**config.mk**
```make
export PLATFORM = sky130hd
export DESIGN_NAME = tt_um_ram_loader
export DESIGN_NICKNAME = d
export VERILOG_FILES = /design/src/rtl/tt_um_ram_loader.sv
export SDC_FILE = /design/constraint.sdc
export NUM_CORES = 1
export LEC_CHECK = 0
export CAP_MARGIN = 0
export CORE_MARGIN = 5
export CORE_UTILIZATION = 40
export DETAILED_ROUTE_END_ITERATION = 10
export PLACE_DENSITY = 0.74
export RECOVER_POWER = 25
export REMOVE_ABC_BUFFERS = 1
export SYNTH_ARGS = -nofsm -noshare
export SYNTH_HDL_FRONTEND = slang
export SYNTH_SLANG_ARGS = --single-unit
```
**constraint.sdc**
```tcl
create_clock -name clk -period 1.66 [get_ports clk]
set_clock_uncertainty 0.1 [all_clocks]
set_input_delay 0.249 -clock clk [delete_from_list [all_inputs] [get_ports clk]]
set_output_delay 0.249 -clock clk [all_outputs]
set_load 0.005 [all_outputs]
```
**src/rtl/tt_um_ram_loader.sv**
```systemverilog
// Byte-stream loader for the 16-byte DFF RAM.
// Accepts bytes over a valid/ready handshake and writes them to consecutive
// RAM addresses from 0, keeping an 8-bit additive checksum. While no session
// is in progress the CPU's MAR/data/control pass straight through to the RAM.
//
// Ports:
//   clk, rst_n          clock, synchronous active-low reset
//   ena                 global enable; when low all state holds
//   start, abort        begin a session / cancel a session in progress
//   in_valid, in_data   byte stream input; in_ready accepts it
//   cpu_*               CPU-side RAM controls, forwarded when the loader is idle
//   ram_*               RAM port (mar, data_in, lr_n, ce_n)
//   busy, done          session in progress / session finished
//   checksum            sum mod 256 of the bytes accepted this session
module tt_um_ram_loader #(
  parameter int unsigned RAM_BYTES = 16,
  parameter int unsigned ADDR_BITS = 4
) (
  input  logic                 clk,
  input  logic                 rst_n,
  input  logic                 ena,
  input  logic                 start,
  input  logic                 abort,
  input  logic                 in_valid,
  input  logic [7:0]           in_data,
  output logic                 in_ready,
  input  logic [ADDR_BITS-1:0] cpu_mar,
  input  logic [7:0]           cpu_data,
  input  logic                 cpu_lr_n,
  input  logic                 cpu_ce_n,
  output logic [ADDR_BITS-1:0] ram_mar,
  output logic [7:0]           ram_data,
  output logic                 ram_lr_n,
  output logic                 ram_ce_n,
  output logic                 busy,
  output logic                 done,
  output logic [7:0]           checksum
);

  typedef enum logic [1:0] {StIdle, StLoad, StFlush, StDone} state_e;

  localparam logic [ADDR_BITS-1:0] LastAddr = ADDR_BITS'(RAM_BYTES - 1);

  state_e                 state_q, state_d;
  logic [ADDR_BITS-1:0]   addr_cnt_q, addr_cnt_d;
  logic [7:0]             checksum_q, checksum_d;
  logic                   wr_pend_q, wr_pend_d;
  logic [ADDR_BITS-1:0]   wr_addr_q, wr_addr_d;
  logic [7:0]             wr_data_q, wr_data_d;
  logic                   accept;
  logic                   loader_owns;

  assign in_ready = ena && (state_q == StLoad) && !abort;
  assign accept   = in_valid && in_ready;

  always_comb begin
    state_d    = state_q;
    addr_cnt_d = addr_cnt_q;
    checksum_d = checksum_q;
    wr_pend_d  = wr_pend_q;
    wr_addr_d  = wr_addr_q;
    wr_data_d  = wr_data_q;

    if (ena) begin
      // A pending write lasts exactly one enabled cycle unless refilled.
      wr_pend_d = accept;
      if (accept) begin
        wr_addr_d  = addr_cnt_q;
        wr_data_d  = in_data;
        checksum_d = checksum_q + in_data;
        addr_cnt_d = addr_cnt_q + 1'b1;
      end

      unique case (state_q)
        StIdle, StDone: begin
          if (start) begin
            state_d    = StLoad;
            addr_cnt_d = '0;
            checksum_d = '0;
          end
        end
        StLoad: begin
          if (abort) begin
            state_d = StIdle;
          end else if (accept && (addr_cnt_q == LastAddr)) begin
            state_d = StFlush;
          end
        end
        StFlush: state_d = StDone;
        default: state_d = StIdle;
      endcase
    end
  end

  always_ff @(posedge clk) begin
    if (!rst_n) begin
      state_q    <= StIdle;
      addr_cnt_q <= '0;
      checksum_q <= '0;
      wr_pend_q  <= 1'b0;
      wr_addr_q  <= '0;
      wr_data_q  <= '0;
    end else begin
      state_q    <= state_d;
      addr_cnt_q <= addr_cnt_d;
      checksum_q <= checksum_d;
      wr_pend_q  <= wr_pend_d;
      wr_addr_q  <= wr_addr_d;
      wr_data_q  <= wr_data_d;
    end
  end

  // Keep the port after an abort until the last accepted byte is written.
  assign loader_owns = (state_q == StLoad) || (state_q == StFlush) || wr_pend_q;

  always_comb begin
    ram_mar  = cpu_mar;
    ram_data = cpu_data;
    ram_lr_n = cpu_lr_n;
    ram_ce_n = cpu_ce_n;
    if (loader_owns) begin
      ram_mar  = wr_addr_q;
      ram_data = wr_data_q;
      ram_lr_n = ~wr_pend_q;
      ram_ce_n = 1'b1;
    end
  end

  assign busy     = (state_q == StLoad) || (state_q == StFlush);
  assign done     = (state_q == StDone);
  assign checksum = checksum_q;

endmodule

```
Yosys cells after proc, flatten, opt, wreduce, memory -nomap -nowiden
Cells that the tools add are included.
- latch bits: 0
- memories: 0
- register bits after elaboration: 27
- output and inout bits: 25
- RAM bits: 0
- memory bits (read-only): 0
- multiplexer cells: 14
- bitwise gates (word level): 1
- add/sub/neg operators: 2
- $lt $le $gt $ge: 0
- divide/modulo/power cells: 0
- equality and inequality tests: 6
- shift operators: 0
- multipliers: 0
- reduce and logical (&&, ||, !) cells: 11
- operators by type and width (kind ; count):
    $mux W8 ; 4
    $mux W4 ; 4
    $add A8 B8 Y8 ; 1
    $mux W2 ; 3
    $pmux W2 S3 ; 1
    $add A4 B1 Y4 const B ; 1
    $eq A2 B2 Y1 const B ; 2
    $eq A4 B4 Y1 const B ; 1
    $logic_and A1 B1 Y1 ; 4
    $ne A3 B2 Y1 const B ; 1
    $reduce_and A3 Y1 ; 1
    $eq A2 B1 Y1 const B ; 1
    $logic_not A2 Y1 ; 1
    $logic_or A1 B1 Y1 ; 2
    $mux W1 ; 2
    $ne A2 B2 Y1 const B ; 1
    $reduce_and A2 Y1 ; 1
    $reduce_or A2 Y1 ; 1
    $logic_not A1 Y1 ; 1
    $not A1 Y1 ; 1

Longest topological paths before layout
Gate-level depths: netlist (run 1).
- depth in word-level cells: 8
- depth in mapped cells: 8

Worst setup path after synthesis (run 1)
Ideal clock, no wire load.
- kind: flip-flop to output port
- start point: reg state_q[0]
- end point: out ram_data[0]
- stages on the path, launching flop included: 7
- required time: 1.311 ns
- path buffers: 1
- data arrival time: 1.518 ns
- path slack: -0.207 ns
- cell sequence: dfxtp_1 -> inv_1 -> ha_1 -> inv_1 -> nor2_1 -> buf_2 -> mux2_2
- word-level cells in the longest chain between the ends: 4
- elaborated cells on any way between the ends: 5
- classes of those cells: eq/ne: 2; mux: 1; reduce/logical: 2
- ends and longest elaborated chain (what ; RTL line ; text):
    start, declared ; 44 ; state_e state_q, state_d;
    start signal, assigned ; 97 ; state_q <= StIdle;
    start signal, assigned ; 104 ; state_q <= state_d;
    $eq A2 B1 Y1 / $eq A2 B2 Y1 (equally long branches) ; -- ;
    $logic_or A1 B1 Y1 * ; -- ;
    named net busy ; 35 ; output logic busy,
    $logic_or A1 B1 Y1 * ; 114 ; assign loader_owns = (state_q == StLoad) || (state_q == StFlush) || wr_pend_q;
    $mux W8 * ; 121 ; if (loader_owns) begin
    end, declared ; 32 ; output logic [7:0] ram_data,
The timed path passes the listed nets; every way through them passes the cells marked *.

Worst setup path in the final report (run 1)
- start point: reg state_q[0]
- end point: out ram_data[2]
- word-level cells in the longest chain between the ends: 4
- elaborated cells on any way between the ends: 5
- classes of those cells: eq/ne: 2; mux: 1; reduce/logical: 2
- ends and longest elaborated chain (what ; RTL line):
    $eq A2 B1 Y1 / $eq A2 B2 Y1 (equally long branches) ; 114
    $logic_or A1 B1 Y1 * (2 in a row) ; 114
    $mux W8 * ; 121
Every way passes the cells marked *; elsewhere a longest branch is shown, timed or not.

==> results.tsv, run 1 <==
stage	metric	value	unit
routing	initial drt markers	115	
outcome	failing checks	setup timing	
power_and_ir_drop	Comb pwr share	34.0	%
placed_design	I/O Buffers	52	
sta	final hold violations	0	
clock_network	clock-pin slew on the worst setup and hold paths	0.10	ns
clock_network	root buf cell	clkbuf_8	
yosys	Post-synth top cells	38 x nand2_1, 27 x dfxtp_1, 22 x a21oi_1, 12 x mux2_2, 11 x ha_1	
die	die height	71.73	µm
sta	max-slew violations	0	
sta	Max Fclk	475.6	MHz
grt	GRT overflow	0	
outcome	status	finished with violations	
grt	GR Util All Layers	19.18	%
setup_path	Critical Path Start Type	flip-flop	
setup_path	Worst Path Arrival	1.75	ns
clock_network	clock latency at the later pin of the worst-skew pair	0.28	ns
layout	final net count	332	
routing	number of routed nets with antenna violations	0	
die	die width	71.73	µm
clock_network	cts hold-fix bufs	0	
layout	post-route insts no fill	339	
die	die area	5144	µm²
placed_design	gpl congestion	0.8126	
placed_design	Cells after DPL	315	
routing	Routed WL	5783	µm
routing	DRC	0	
sta	# setup viols final	32	
power_and_ir_drop	Flop pwr share	41.2	%
grt	antenna violations before repair	0	
yosys	Cell variety after synth	37	
yosys	post-synth top area cell	dfxtp_1	
yosys	Mapped Area	1524	µm²
power_and_ir_drop	Worst VDD drop	659.9	µV
yosys	largest cells by area after synthesis	dfxtp_1 35%, nand2_1 9.4%, ha_1 9.0%	
sta	Tightest Pin Transition	0.2855	ns
sta	max_slew headroom	80.94	%
yosys	register area share after synthesis	35.47	%
routing	drt pass-1 iters	4	
sta	fin crit share	126.7	%
routing	post-DR vias/cell	5.254	
setup_path	crit path kind	reg -> out	
setup_path	critical-path maximum fanout	4	
setup_path	CP Capture Type	output pin	
layout	share of cells above drive strength 1	54.64	%
grt	largest net degree at the start of global routing	16	
power_and_ir_drop	sw frac	27.61	%
yosys	Post-synth ARST share	0	%
clock_network	H-tree levels	1	
layout	Ant. Diodes	0	
clock_network	CTS max path bufs	2	
power_and_ir_drop	internal power	1.164	mW
placed_design	Final HPWL DP	3111	µm
layout	Syn-to-layout area delta	102.5	%
yosys	Avg Synthesized Cell Area	8.420	µm²
routing	via count	1781	
power_and_ir_drop	Switch Pwr	444.0	µW
yosys	dominant cell by count in the synthesized netlist	nand2_1	
yosys	yosys warns	0	
job	MaxCap Viol Count	0	
yosys	register bit total from synthesis	27	
power_and_ir_drop	Pwr Density	521.0	nW/µm²
sta	RSZ-0062 raised after global routing	yes	
grt	vias in the first global route	1767	
layout	post-route cell area	3087	µm²
die	io pins	53	
die	Core ar.	3689	µm²
yosys	Primary FF master, synth	dfxtp_1	
clock_network	CTS tree	built	
placed_design	placed inst area	2382	µm²
setup_path	Crit path required time	1.31	ns
yosys	gate count after technology mapping	181	
power_and_ir_drop	leakage	1.322	nW
clock_network	CTS buffer count	3	
power_and_ir_drop	clock share of power	24.8	%
yosys	Post-synth EDFFs	0	
die	Site Rows	22	
clock_network	TritonCTS Sinks	27	
hold_path	worst hold path type	in -> reg	
routing	WL/cell	17.06	µm
sta	crit path time final	2.102	ns
die	starting density of the core	41.32	%
sta	setup ws final	-0.4425	ns
grt	first-pass GRT wire length	7921	µm
yosys	Synth top area share	35.47	%
==> per-layer routing <==
layer	GRT usage (%)	vias up	wire, µm
li1	-	849	-
met1	21.85	848	2264
met2	35.00	64	3037
met3	3.927	20	267
met4	6.889	0	214
met5	0	-	0
==> cell usage in the layout, fill, tap and decap left out, types with 2 or more instances in the layout <==
cell	n
nand2_1	30
a21o_1	2
nor2_4	3
nor2_1	4
dlygate4sd2_1	3
nand4_1	2
buf_4	38
ha_4	7
dfxtp_2	4
o21ai_2	3
a21oi_1	8
o21ai_1	3
mux2i_1	2
dlymetal6s2s_1	2
clkbuf_8	3
nand2_2	6
xnor2_1	2
mux2_4	12
buf_2	3
a211oi_2	3
buf_8	4
inv_4	2
a21oi_2	14
ha_1	4
xor2_1	2
and2_4	2
clkdlybuf4s50_1	30
dfxtp_1	22
buf_6	32
inv_1	6
nand2_4	2
==> final timing paths <==
check	startpoint	to	slack [ns]	cells past startpoint
setup / recovery	state_q[0]	ram_data[2]	-0.44	8
hold reg to reg	wr_addr_q[2]	wr_addr_q[2]	0.37	2
hold / removal	in_data[2]	wr_data_q[2]	0.24	3
setup reg to reg	state_q[0]	checksum[6]	-0.23	9
==> worst max-delay path, cell delays in order, from the launching register on <==
cell	delay, ns
dfxtp_2	0.35
inv_2	0.04
ha_4	0.27
inv_4	0.04
nor2_4	0.10
buf_4	0.13
buf_6	0.12
mux2_4	0.30
buf_6	0.12
==> registers in the layout, summed over array words and instances (netlist names) <==
signal / cells
addr_cnt_q: 4
checksum: 8
state_q: 2
wr_addr_q: 4
wr_data_q: 8
wr_pend_q: 1
==> cells by family after synthesis <==
group                    count (synthesis)  share of synthesized area (%)
multiplexers                            15                          10.84
buffers and inverters                   17                          4.679
flip-flops                              27                          35.47
AND/OR/NAND/NOR                         61                          18.64
adder cells (fa/ha/maj)                 12                          10.34
XOR/XNOR                                 6                          3.449
AO/OA/AOI/OAI                           43                          16.59
==> metrics by stage <==
step	worst slack [ns]	power (mW)	setup TNS, ns	utilization, %	hold slack [ns]
after detailed placement	-0.6193	1.034	-10.66	64.59	0.3498
final	-0.4425	1.608	-7.293	83.68	0.2383
after global placement	-0.5871	1.028	-10.01	64.59	0.3429
after CTS	-0.4389	1.511	-5.802	75.41	0.3137
after floorplan	-0.4098	0.8016	-6.405	-	0.2850
after global routing	-0.5139	1.668	-9.950	83.68	0.2471
==> power groups by stage <==
stage	combinational, mW	sequential (mW)	clock [mW]
finish	0.547	0.663	0.398
global route	0.580	0.664	0.424
CTS	0.460	0.662	0.389
detailed placement	0.358	0.676	0
global placement	0.352	0.675	0
floorplan	0.125	0.676	0
==> area by class of cell <==
cell class,count,area (µm²)
flip-flops and latches,27,549.3
repair buffers,114,1087
well taps,48,60.06
fillers,194,601.8
clock buffers,3,41.29
multi-input cells,137,1305
clock inverters,1,5.005
inverters,9,38.79
==> what timing repair did <==
action / in CTS / in global routing
cloned: 1 / 0
endpoints found under the hold margin: 0 / 0
setup buffers: 9 / 15
setup endpoints to repair: 40 / 45
pin swaps: 34 / 23
gates resized for setup: 157 / 55
(Power assumes the default switching activity.)
==> run 2, diff against run 1 <==
TNS_END_PERCENT = 1   (was default)
==> results.tsv, run 2 (same netlist as run 1, synthesis figures left out) <==
stage	metric	value	unit
placed_design	gpl congestion	0.8126	
sta	WHS	0.2883	ns
clock_network	CTS tree	built	
setup_path	RR Endpoint	checksum[7]	
die	die area	5144	µm²
sta	Post-Route Setup TNS	-5.028	ns
clock_network	root buf cell	clkbuf_8	
routing	wire length on met1	1883	µm
setup_path	CP peak stage delay	0.35	ns
grt	largest net degree at the start of global routing	16	
setup_path	CP Capture Type	output pin	
layout	Register Area	545.5	µm²
die	die width	71.73	µm
hold_path	hold path cells	3	
power_and_ir_drop	Worst VDD drop	590.6	µV
die	Core ar.	3689	µm²
routing	drt pass-1 iters	4	
setup_path	Critical Path Start Type	flip-flop	
routing	WL/cell	13.81	µm
grt	antenna violations before repair	0	
setup_path	Crit path required time	1.31	ns
setup_path	Reg2Reg Launch Point	checksum[1]	
routing	number of routed nets with antenna violations	0	
clock_network	clock-pin slew on the worst setup and hold paths	0.10	ns
setup_path	Worst R2R Path Depth	6	
routing	post-DR vias/cell	5.012	
power_and_ir_drop	Pwr Density	561.3	nW/µm²
setup_path	critical-path cell list	inv_2 > ha_4 > inv_4 > nor2_4 > buf_8 > buf_6 > mux2_4 > buf_6	
routing	initial drt markers	74	
sta	max_slew headroom	83.65	%
die	starting density of the core	41.32	%
die	Site Rows	22	
sta	Max Fclk	475.9	MHz
clock_network	H-tree levels	1	
routing	met3 WL	194	µm
sta	final hold violations	0	
layout	Ant. Diodes	0	
sta	# setup viols final	17	
setup_path	flop2flop setup slack	-0.10	ns
sta	max-slew violations	0	
grt	GRT overflow	0	
layout	share of cells above drive strength 1	38.91	%
clock_network	clock latency at the later pin of the worst-skew pair	0.27	ns
layout	Layout fillers	293	
setup_path	crit path kind	reg -> out	
layout	Syn-to-layout area delta	73.89	%
job	MaxCap Viol Count	0	
setup_path	CP top delay family	buffers and inverters	
clock_network	TritonCTS Sinks	27	
layout	post-route cell area	2650	µm²
setup_path	most used cell, CP	buf_6	
placed_design	Cells after DPL	315	
placed_design	I/O Buffers	52	
outcome	failing checks	setup timing	
hold_path	worst hold path type	in -> reg	
placed_design	pre-CTS setup slack	-0.6193	ns
clock_network	CTS max path bufs	2	
sta	crit path time final	2.101	ns
outcome	status	finished with violations	
grt	vias in the first global route	1625	
grt	GR Util All Layers	17.22	%
routing	DR top layer	met4	
grt	first-pass GRT wire length	7120	µm
sta	fin crit share	126.6	%
hold_path	Worst Hold Launch	in_data[0]	
sta	Tightest Pin Transition	0.2433	ns
layout	post-route insts no fill	323	
placed_design	placed inst area	2382	µm²
clock_network	cts hold-fix bufs	0	
layout	final net count	316	
setup_path	Worst Path Arrival	1.75	ns
setup_path	critical-path maximum fanout	8	
layout	footprint of the multi-input gates	1075	µm²
setup_path	slowest stage cell, crit path	dfxtp_2	
die	die height	71.73	µm
setup_path	Buf/Inv on CP	5	
routing	Routed WL	4462	µm
power_and_ir_drop	leakage	1.169	nW
sta	setup ws final	-0.4412	ns
routing	DRC	0	
layout	commonest non-fill, non-tap cell in the layout	nand2_1	
sta	RSZ-0062 raised after global routing	yes	
die	io pins	53	
hold_path	hold path endpoint	wr_data_q[0]	
clock_network	CTS buffer count	3	
routing	via count	1619	
routing	metal2 WL	2345	µm
layout	most frequent cells in the layout	38 x nand2_1, 33 x buf_4, 30 x clkdlybuf4s50_1	
placed_design	Final HPWL DP	3111	µm
## run 2: stage by stage
| stage | util [%] | power [mW] |
|---|---|---|
| detailed placement | 64.59 | 1.034 |
| global placement | 64.59 | 1.028 |
| global route | 71.85 | 1.557 |
| finish | 71.85 | 1.487 |
| floorplan | - | 0.8016 |
| CTS | 70.79 | 1.475 |
## run 2: worst max path at each step
| stage | start | to | slack [ns] | cells past startpoint |
|---|---|---|---|---|
| CTS | state_q[0] | ram_data[7] | -0.46 | 8 |
| detailed placement | in_data[0] | checksum[6] | -0.62 | 8 |
| global placement | in_data[0] | checksum[6] | -0.59 | 8 |
| finish | state_q[0] | ram_data[7] | -0.44 | 8 |
| floorplan | state_q[0] | ram_data[0] | -0.41 | 5 |
| global route | state_q[0] | ram_data[6] | -0.51 | 8 |
## run 2: repair_timing
action,in CTS,in global routing
resized for setup,108,23
buffers inserted,4,0
setup endpoints to repair,40,34
pin swaps,12,10
hold endpoints to repair,0,0
## run 2: power by group
group / leakage (nW) / switching [mW] / internal, mW
registers: 0.220 / 0.00618 / 0.656
logic: 0.924 / 0.162 / 0.277
clock network: 0.0255 / 0.217 / 0.169
total: 1.17 / 0.386 / 1.10
## run 2: worst register-to-register path, delay by kind of cell (launching register included)
kind | cells | cell delay [ns]
compound gates | 3 | 0.55
mux | 2 | 0.37
flops | 1 | 0.35
fa+ha+maj | 1 | 0.32
## run 2: final cells by class
| class | count | area share (%) |
|---|---|---|
| clock buffers | 3 | 1.558 |
| inverters | 9 | 1.464 |
| repair buffers | 98 | 33.38 |
| flip-flops and latches | 27 | 20.59 |
| well taps | 48 | 2.266 |
| multi-input cells | 137 | 40.56 |
| clock inverters | 1 | 0.1889 |
## run 2: per-layer routing
layer / vias up / global-route usage [%]
met5: - / 0
met4: 0 / 4.802
met3: 4 / 3.647
met2: 37 / 31.94
met1: 762 / 19.69
li1: 816 / -
